$ cat config.mk
export PLATFORM = sky130hd
export DESIGN_NAME = linear_mac_reader_flat
export DESIGN_NICKNAME = d
export VERILOG_FILES = /design/src/rtl/linear_mac_reader_if.sv /design/src/rtl/linear_mac_reader.sv /design/src/flat_wrapper.sv
export SDC_FILE = /design/constraint.sdc
export NUM_CORES = 2
export LEC_CHECK = 0
export ABC_AREA = 1
export ABC_CLOCK_PERIOD_IN_PS = 11300
export CORE_MARGIN = 8
export CORE_UTILIZATION = 50
export DETAILED_ROUTE_END_ITERATION = 8
export PLACE_DENSITY_LB_ADDON = 0.25
export SETUP_SLACK_MARGIN = 0.2
export SYNTH_ARGS = -nofsm -noshare
export SYNTH_HDL_FRONTEND = slang
export SYNTH_SLANG_ARGS = --single-unit
$ cat constraint.sdc
create_clock -name clk -period 11.3 [get_ports clk]
set_clock_uncertainty 0.2 [all_clocks]
set_input_delay 1.13 -clock clk [delete_from_list [all_inputs] [get_ports clk]]
set_output_delay 1.13 -clock clk [all_outputs]
set_load 0.01 [all_outputs]
$ cat src/rtl/linear_mac_reader_if.sv
// linear_mac_reader_if: handshake and weight-ROM signal bundle for the
// dense-layer MAC reader.
//   slave  : the reader (computes the layer)
//   master : the environment (feature producer, weight ROM, result consumer)
interface linear_mac_reader_if #(
  parameter int DATA_W = 32,
  parameter int ADDR_W = 9
);
  logic              start;
  logic              busy;
  logic              in_valid;
  logic              in_ready;
  logic [DATA_W-1:0] in_data;
  logic [ADDR_W-1:0] weight_addr;
  logic [DATA_W-1:0] weight_data;
  logic              out_valid;
  logic              out_ready;
  logic [DATA_W-1:0] out_data;
  logic [ADDR_W-1:0] out_idx;
  logic              done;

  modport slave (
    input  start, in_valid, in_data, weight_data, out_ready,
    output busy, in_ready, weight_addr, out_valid, out_data, out_idx, done
  );

  modport master (
    output start, in_valid, in_data, weight_data, out_ready,
    input  busy, in_ready, weight_addr, out_valid, out_data, out_idx, done
  );
endinterface

$ cat src/rtl/linear_mac_reader.sv
// linear_mac_reader: one dense-layer pass y[o] = sum_i x[i]*W[o*IN_DIM+i].
// Buffers IN_DIM streamed features, walks the weight ROM linearly (address
// simply increments from 0 to IN_DIM*OUT_DIM-1), accumulates 1.7.24 products
// in an ACC_W-bit signed accumulator and streams OUT_DIM results.
// Optional build macro: LINEAR_MAC_SAT_EN clamps the scaled result to the
// DATA_W signed range; without it the result is a plain wrapping bit-slice.
module linear_mac_reader #(
  parameter int IN_DIM  = 40,
  parameter int OUT_DIM = 10,
  parameter int ADDR_W  = 9,
  parameter int DATA_W  = 32,
  parameter int FRAC    = 24,
  parameter int ACC_W   = 64
) (
  input logic                clk,
  input logic                rst,
  linear_mac_reader_if.slave io_bus
);

  localparam int IW = (IN_DIM > 1) ? $clog2(IN_DIM) : 1;
  localparam int OW = (OUT_DIM > 1) ? $clog2(OUT_DIM) : 1;
  localparam int PW = 2 * DATA_W;
  localparam int SW = ACC_W - FRAC;

  localparam logic [IW-1:0]     I_LAST   = IW'(IN_DIM - 1);
  localparam logic [OW-1:0]     O_LAST   = OW'(OUT_DIM - 1);
  localparam logic [ADDR_W-1:0] ADDR_MAX = ADDR_W'(IN_DIM * OUT_DIM - 1);

  typedef enum logic [2:0] {
    S_IDLE,
    S_LOAD,
    S_MAC,
    S_DRAIN,
    S_OUT
  } state_t;

  // Full-precision signed product, sign-extended to the accumulator width.
  function automatic logic signed [ACC_W-1:0] f_mul_ext(
    input logic signed [DATA_W-1:0] a,
    input logic signed [DATA_W-1:0] b
  );
    logic signed [PW-1:0] p;
    p = PW'(a) * PW'(b);
    return ACC_W'(p);
  endfunction

`ifdef LINEAR_MAC_SAT_EN
  // sh is acc >>> FRAC (low fraction bits already dropped, floor rounding).
  // Any disagreement among the bits above the result's sign bit means the
  // value does not fit in DATA_W signed: clamp toward the accumulator sign.
  function automatic logic [DATA_W-1:0] f_scale(input logic signed [SW-1:0] sh);
    logic [SW-DATA_W:0] hi;
    hi = sh[SW-1:DATA_W-1];
    if ((&hi) || (~|hi)) begin
      return sh[DATA_W-1:0];
    end else if (sh[SW-1]) begin
      return {1'b1, {(DATA_W-1){1'b0}}};
    end else begin
      return {1'b0, {(DATA_W-1){1'b1}}};
    end
  endfunction
`else
  // Already the slice acc[FRAC+DATA_W-1:FRAC]; overflow simply wraps.
  function automatic logic [DATA_W-1:0] f_scale(input logic signed [DATA_W-1:0] sh);
    return sh;
  endfunction
`endif

  state_t                    r_state;
  logic [IW-1:0]             r_i;
  logic [OW-1:0]             r_o;
  logic                      r_busy;
  logic                      r_in_ready;
  logic [ADDR_W-1:0]         r_weight_addr;
  logic                      r_out_valid;
  logic [DATA_W-1:0]         r_out_data;
  logic [ADDR_W-1:0]         r_out_idx;
  logic                      r_done;

  logic signed [DATA_W-1:0]  r_x [IN_DIM];

  // Stage p1: ROM data for the address issued one cycle earlier arrives.
  logic                      r_vld_p1;
  logic [IW-1:0]             r_i_p1;
  logic signed [ACC_W-1:0]   r_acc;
  logic signed [ACC_W-1:0]   w_prod_p1;
  logic signed [ACC_W-1:0]   w_acc_p1;
  logic [DATA_W-1:0]         w_scaled_p1;

  assign w_prod_p1 = f_mul_ext(io_bus.weight_data, r_x[r_i_p1]);
  assign w_acc_p1  = r_vld_p1 ? (r_acc + w_prod_p1) : r_acc;

`ifdef LINEAR_MAC_SAT_EN
  assign w_scaled_p1 = f_scale(w_acc_p1[ACC_W-1:FRAC]);
`else
  assign w_scaled_p1 = f_scale(w_acc_p1[FRAC+DATA_W-1:FRAC]);
`endif

  // Feature buffer: capture x[i] on each accepted input word (no reset needed).
  always_ff @(posedge clk) begin
    if (r_state == S_LOAD && io_bus.in_valid) begin
      r_x[r_i] <= io_bus.in_data;
    end
  end

  // Frame sequencer: load, per-neuron MAC sweep, drain and result handshake.
  always_ff @(posedge clk) begin
    if (rst) begin
      r_state       <= S_IDLE;
      r_i           <= '0;
      r_o           <= '0;
      r_busy        <= 1'b0;
      r_in_ready    <= 1'b0;
      r_weight_addr <= '0;
      r_out_valid   <= 1'b0;
      r_out_data    <= '0;
      r_out_idx     <= '0;
      r_done        <= 1'b0;
      r_vld_p1      <= 1'b0;
      r_i_p1        <= '0;
      r_acc         <= '0;
    end else begin
      r_done   <= 1'b0;
      // Issue flag and feature index follow the ROM's one-cycle read latency.
      r_vld_p1 <= (r_state == S_MAC);
      r_i_p1   <= r_i;
      r_acc    <= w_acc_p1;

      unique case (r_state)
        S_IDLE: begin
          if (io_bus.start) begin
            r_state    <= S_LOAD;
            r_busy     <= 1'b1;
            r_in_ready <= 1'b1;
            r_i        <= '0;
            r_o        <= '0;
          end
        end

        S_LOAD: begin
          if (io_bus.in_valid) begin
            if (r_i == I_LAST) begin
              r_state       <= S_MAC;
              r_in_ready    <= 1'b0;
              r_i           <= '0;
              r_acc         <= '0;
              r_weight_addr <= '0;
            end else begin
              r_i <= r_i + IW'(1);
            end
          end
        end

        // weight_addr already holds o*IN_DIM+i for this cycle.
        S_MAC: begin
          if (r_i == I_LAST) begin
            r_state <= S_DRAIN;
          end else begin
            r_i           <= r_i + IW'(1);
            r_weight_addr <= r_weight_addr + ADDR_W'(1);
          end
        end

        // Last product lands this cycle; publish the scaled sum directly.
        S_DRAIN: begin
          r_state     <= S_OUT;
          r_out_valid <= 1'b1;
          r_out_data  <= w_scaled_p1;
          r_out_idx   <= ADDR_W'(r_o);
        end

        S_OUT: begin
          if (io_bus.out_ready) begin
            r_out_valid <= 1'b0;
            if (r_o == O_LAST) begin
              r_state <= S_IDLE;
              r_busy  <= 1'b0;
              r_done  <= 1'b1;
            end else begin
              // Next neuron's row starts right after the previous row's end.
              r_state       <= S_MAC;
              r_o           <= r_o + OW'(1);
              r_i           <= '0;
              r_acc         <= '0;
              r_weight_addr <= r_weight_addr + ADDR_W'(1);
            end
          end
        end

        default: begin
          r_state <= S_IDLE;
        end
      endcase
    end
  end

  assign io_bus.busy        = r_busy;
  assign io_bus.in_ready    = r_in_ready;
  assign io_bus.weight_addr = r_weight_addr;
  assign io_bus.out_valid   = r_out_valid;
  assign io_bus.out_data    = r_out_data;
  assign io_bus.out_idx     = r_out_idx;
  assign io_bus.done        = r_done;

  // The linear sweep must stay inside the weight ROM.
  a_addr_range: assert property (@(posedge clk) disable iff (rst)
    r_weight_addr <= ADDR_MAX);

  // A stalled result is held unchanged until the consumer takes it.
  a_out_hold: assert property (@(posedge clk) disable iff (rst)
    (r_out_valid && !io_bus.out_ready) |=>
      (r_out_valid && $stable(r_out_data) && $stable(r_out_idx)));

endmodule

$ cat src/flat_wrapper.sv
// flat-port wrapper written by rule: the top's interface ports become plain ports
module linear_mac_reader_flat 
#(
  parameter int IN_DIM  = 40,
  parameter int OUT_DIM = 10,
  parameter int ADDR_W  = 9,
  parameter int DATA_W  = 32,
  parameter int FRAC    = 24,
  parameter int ACC_W   = 64
)
  (clk, rst, io_bus_start, io_bus_in_valid, io_bus_in_data, io_bus_weight_data, io_bus_out_ready, io_bus_busy, io_bus_in_ready, io_bus_weight_addr, io_bus_out_valid, io_bus_out_data, io_bus_out_idx, io_bus_done);
  linear_mac_reader_if #(.DATA_W(DATA_W), .ADDR_W(ADDR_W)) io_bus_i ();
  input logic clk;
  input logic rst;
  input wire logic [$bits(io_bus_i.start)-1:0] io_bus_start;
  input wire logic [$bits(io_bus_i.in_valid)-1:0] io_bus_in_valid;
  input wire logic [$bits(io_bus_i.in_data)-1:0] io_bus_in_data;
  input wire logic [$bits(io_bus_i.weight_data)-1:0] io_bus_weight_data;
  input wire logic [$bits(io_bus_i.out_ready)-1:0] io_bus_out_ready;
  output wire logic [$bits(io_bus_i.busy)-1:0] io_bus_busy;
  output wire logic [$bits(io_bus_i.in_ready)-1:0] io_bus_in_ready;
  output wire logic [$bits(io_bus_i.weight_addr)-1:0] io_bus_weight_addr;
  output wire logic [$bits(io_bus_i.out_valid)-1:0] io_bus_out_valid;
  output wire logic [$bits(io_bus_i.out_data)-1:0] io_bus_out_data;
  output wire logic [$bits(io_bus_i.out_idx)-1:0] io_bus_out_idx;
  output wire logic [$bits(io_bus_i.done)-1:0] io_bus_done;
  assign io_bus_i.start = io_bus_start;
  assign io_bus_i.in_valid = io_bus_in_valid;
  assign io_bus_i.in_data = io_bus_in_data;
  assign io_bus_i.weight_data = io_bus_weight_data;
  assign io_bus_i.out_ready = io_bus_out_ready;
  assign io_bus_busy = io_bus_i.busy;
  assign io_bus_in_ready = io_bus_i.in_ready;
  assign io_bus_weight_addr = io_bus_i.weight_addr;
  assign io_bus_out_valid = io_bus_i.out_valid;
  assign io_bus_out_data = io_bus_i.out_data;
  assign io_bus_out_idx = io_bus_i.out_idx;
  assign io_bus_done = io_bus_i.done;
  linear_mac_reader #(.IN_DIM(IN_DIM), .OUT_DIM(OUT_DIM), .ADDR_W(ADDR_W), .DATA_W(DATA_W), .FRAC(FRAC), .ACC_W(ACC_W)) u_core (.clk(clk), .rst(rst), .io_bus(io_bus_i));
endmodule
==> impl_metrics.ini <==
[logic_synthesis]
synth_area_mm2 = 0.0906
yosysWarningCount = 0
synth_seq_area_share = 0.452
ys_types = 45
syn_area_per_cell_um2 = 10.6
synth_edf_count = 1280
ys_seq_elements = 1405
synth_cells = 8538
synthArstFlopShare = 0
synth_flop_cell = edfxtp_1

[clock_tree]
clkTransAtPathRegs_ps = 60
cts_root_buffer = clkbuf_16
cts_buffer_depth = 3
cts_sinks = 1405
tritoncts = built
htree_levels = 4
cts_buffers = 149
clock_latency_ps = 840

[outcome]
status = completed

[critical_path]
slowest_delay_ps = 550
worst-path-buf-inv = 10
cp_slowest_cell = fa_1
required_ps = 11790
crit_type = reg2reg
critPathTopFamily = adder cells
crit_top_cell = fa_1
rrSetupSlack_ps = 470
endpoint_kind = flop
reg2reg_to = u_core.io_bus.out_data[14]
critPathMaxFanout = 49
worst_setup_path_start_kind = flop
reg2regPathDepth = 38
critPathArrivalTime_ps = 11310

[layout]
drive_gt1_frac = 0.0659
nFillCells = 15276
final_core_util = 0.555
finish.cell_count_without_fillers = 11083
nNetsFinal = 9953
syn2layout_area_growth_pct = 10.6

[die]
ioPinCount = 123
die_y_um = 442
start_util = 0.502
rows = 156
die_w_um = 442
core_region_area_mm2 = 0.180
dieArea_mm2 = 0.195

[timing]
finalHoldViolCount = 0
report.final.slew_viol_count = 0
max_slew_margin = 0.108
fmax_mhz = 92.4
rsz0062_at_grt = false
finalSetupViolations = 0
max_slew.worst_pin.slew_ps = 1330
fin_ws_ps = 474
finalCritPeriodShare = 0.958
finalCriticalPeriod_ps = 10830

[grt]
grt_use_total = 0.278
grt_pass1_vias = 65615
grt_pass1_wl_mm = 412
gr-total-overflow = 0
antenna_found_initial = 7
grt_max_degree = 144

[placed_design]
dp.cells = 10807
dpl_worst_slack_ps = -359
dp_hpwl_mm = 181
io_buffers = 117
gp_congestion = 0.978

[detailed_routing]
drtPass1Iterations = 6
vias = 63933
wire_per_inst_um = 24.7
drc = 0
wirelength_mm = 274
viasPerCell = 5.77
drt-initial-drc-count = 7074
ant_nets = 0

[flow_run]
cap_violations = 0

[worst_hold_path]
min_path_type = reg2reg
whs_path_depth = 2
holdPathEnd = u_core.io_bus.in_ready
min_from = u_core.io_bus.in_ready
layout by cell type (no fill, tap or decap), types with 22 or more instances in the layout:
cell,count
inv_1,1323
edfxtp_1,1280
nand2_1,1249
nor2_1,1078
fa_1,1078
o21ai_0,655
nand3_1,298
o22ai_1,230
buf_4,228
ha_1,205
clkbuf_16,154
dfxtp_1,118
a21oi_1,115
clkdlybuf4s50_1,115
o211ai_1,73
o221ai_1,63
clkbuf_1,43
clkinv_1,42
nor2_4,40
buf_12,24
xor2_1,22
cell usage after synthesis, types with 5 or more instances:
master	count	area (um^2)
o22ai_1	230	1440
a211oi_1	12	90.1
dfxtp_1	125	2500
edfxtp_1	1280	38400
buf_4	32	240
o21ai_0	658	3290
buf_6	10	113
o221ai_1	67	587
xnor2_1	21	184
a31oi_1	23	144
inv_2	13	48.8
clkinv_1	19	71.3
nand3b_1	5	37.5
clkbuf_1	244	916
nor4_1	8	50.1
nand2_2	7	43.8
ha_1	205	2560
or2_2	11	68.8
nand4_1	6	37.5
nor2_1	1123	4220
buf_1	17	63.8
xor2_1	22	193
o211ai_1	73	548
nand3_1	298	1490
o21a_1	7	52.6
a21o_1	5	37.5
fa_1	1079	21600
o21ai_1	19	95.1
nand2_1	1253	4700
inv_1	1331	5000
nor3_1	22	110
o31ai_1	7	52.6
a21oi_1	117	586
buf_2	171	856
nor3b_1	6	45.0
worst max path at each step:
stage,start,end,slack [ps],cells past startpoint
6_report,flop,u_core.io_bus.out_data[14],470,38
5_1_grt,flop,u_core.io_bus.out_data[15],200,38
2_1_floorplan,flop,u_core.io_bus.out_data[30],2040,46
3_3_place_gp,flop,u_core.io_bus.out_data[31],-380,36
4_1_cts,flop,u_core.io_bus.out_data[31],180,39
3_5_place_dp,flop,u_core.io_bus.out_data[31],-360,36
metrics by stage:
step	setup TNS, ps	area [um^2]	hold WS, ps
2_1_floorplan	0	90600	262
3_3_place_gp	-1250	95100	260
3_5_place_dp	-1570	95100	266
4_1_cts	0	99900	275
5_1_grt	0	100000	318
6_report	0	100000	268
flip-flops by register name (all words and copies together), names as in the netlist, 3 cells and up, named ones only:
name	count
u_core.io_bus.out_idx	4
u_core.io_bus.out_data	32
u_core.r_acc	56
u_core.r_o	4
u_core.io_bus.weight_addr	9
u_core.r_state	3
u_core.r_x	1280
u_core.r_i	6
area by class of cell:
class | instances | area (um^2) | area share
antenna | 2 | 5.00 | 0.0000500
clock buffer | 199 | 4010 | 0.0401
clock inverter | 63 | 718 | 0.00717
inverter | 1363 | 5170 | 0.0516
multi-input combinational | 5300 | 42800 | 0.427
sequential | 1405 | 41000 | 0.409
tap | 2370 | 2970 | 0.0296
timing repair buffer | 381 | 3570 | 0.0357
what timing repair did:
item | 4_1_cts | 5_1_grt
resized for setup | 15 | 30
endpoints found under the setup margin | 16 | 40
hold buffers | 0 | 0
gates cloned | 0 | 2
buffers inserted | 0 | 10
pin swaps | 0 | 0
hold endpoints to repair | 0 | 0
cells by family after synthesis:
group / after synthesis / share of synthesized area
fa+ha+maj: 1284 / 0.267
flops: 1405 / 0.452
xor+xnor: 43 / 0.00416
other cells: 1 / 0.0000414
compound gates: 1226 / 0.0772
simple gates: 2742 / 0.119
buf+inv: 1837 / 0.0806
worst min-delay path, delay by kind of cell, from the launching register on:
family / cells / cell delay (ps)
compound gates: 1 / 50
buf+inv: 1 / 50
flops: 1 / 310
routing by layer:
layer | global-route usage | wire length, um | vias up
li1 | - | - | 27690
met3 | 0.0524 | 25900 | 739
met2 | 0.456 | 129000 | 3320
met4 | 0.136 | 15500 | 2
met5 | 0 | 13 | -
met1 | 0.357 | 103000 | 32182
Power is not shown: default switching activity piles up to over one toggle a cycle in this logic, so the estimate is an artifact.
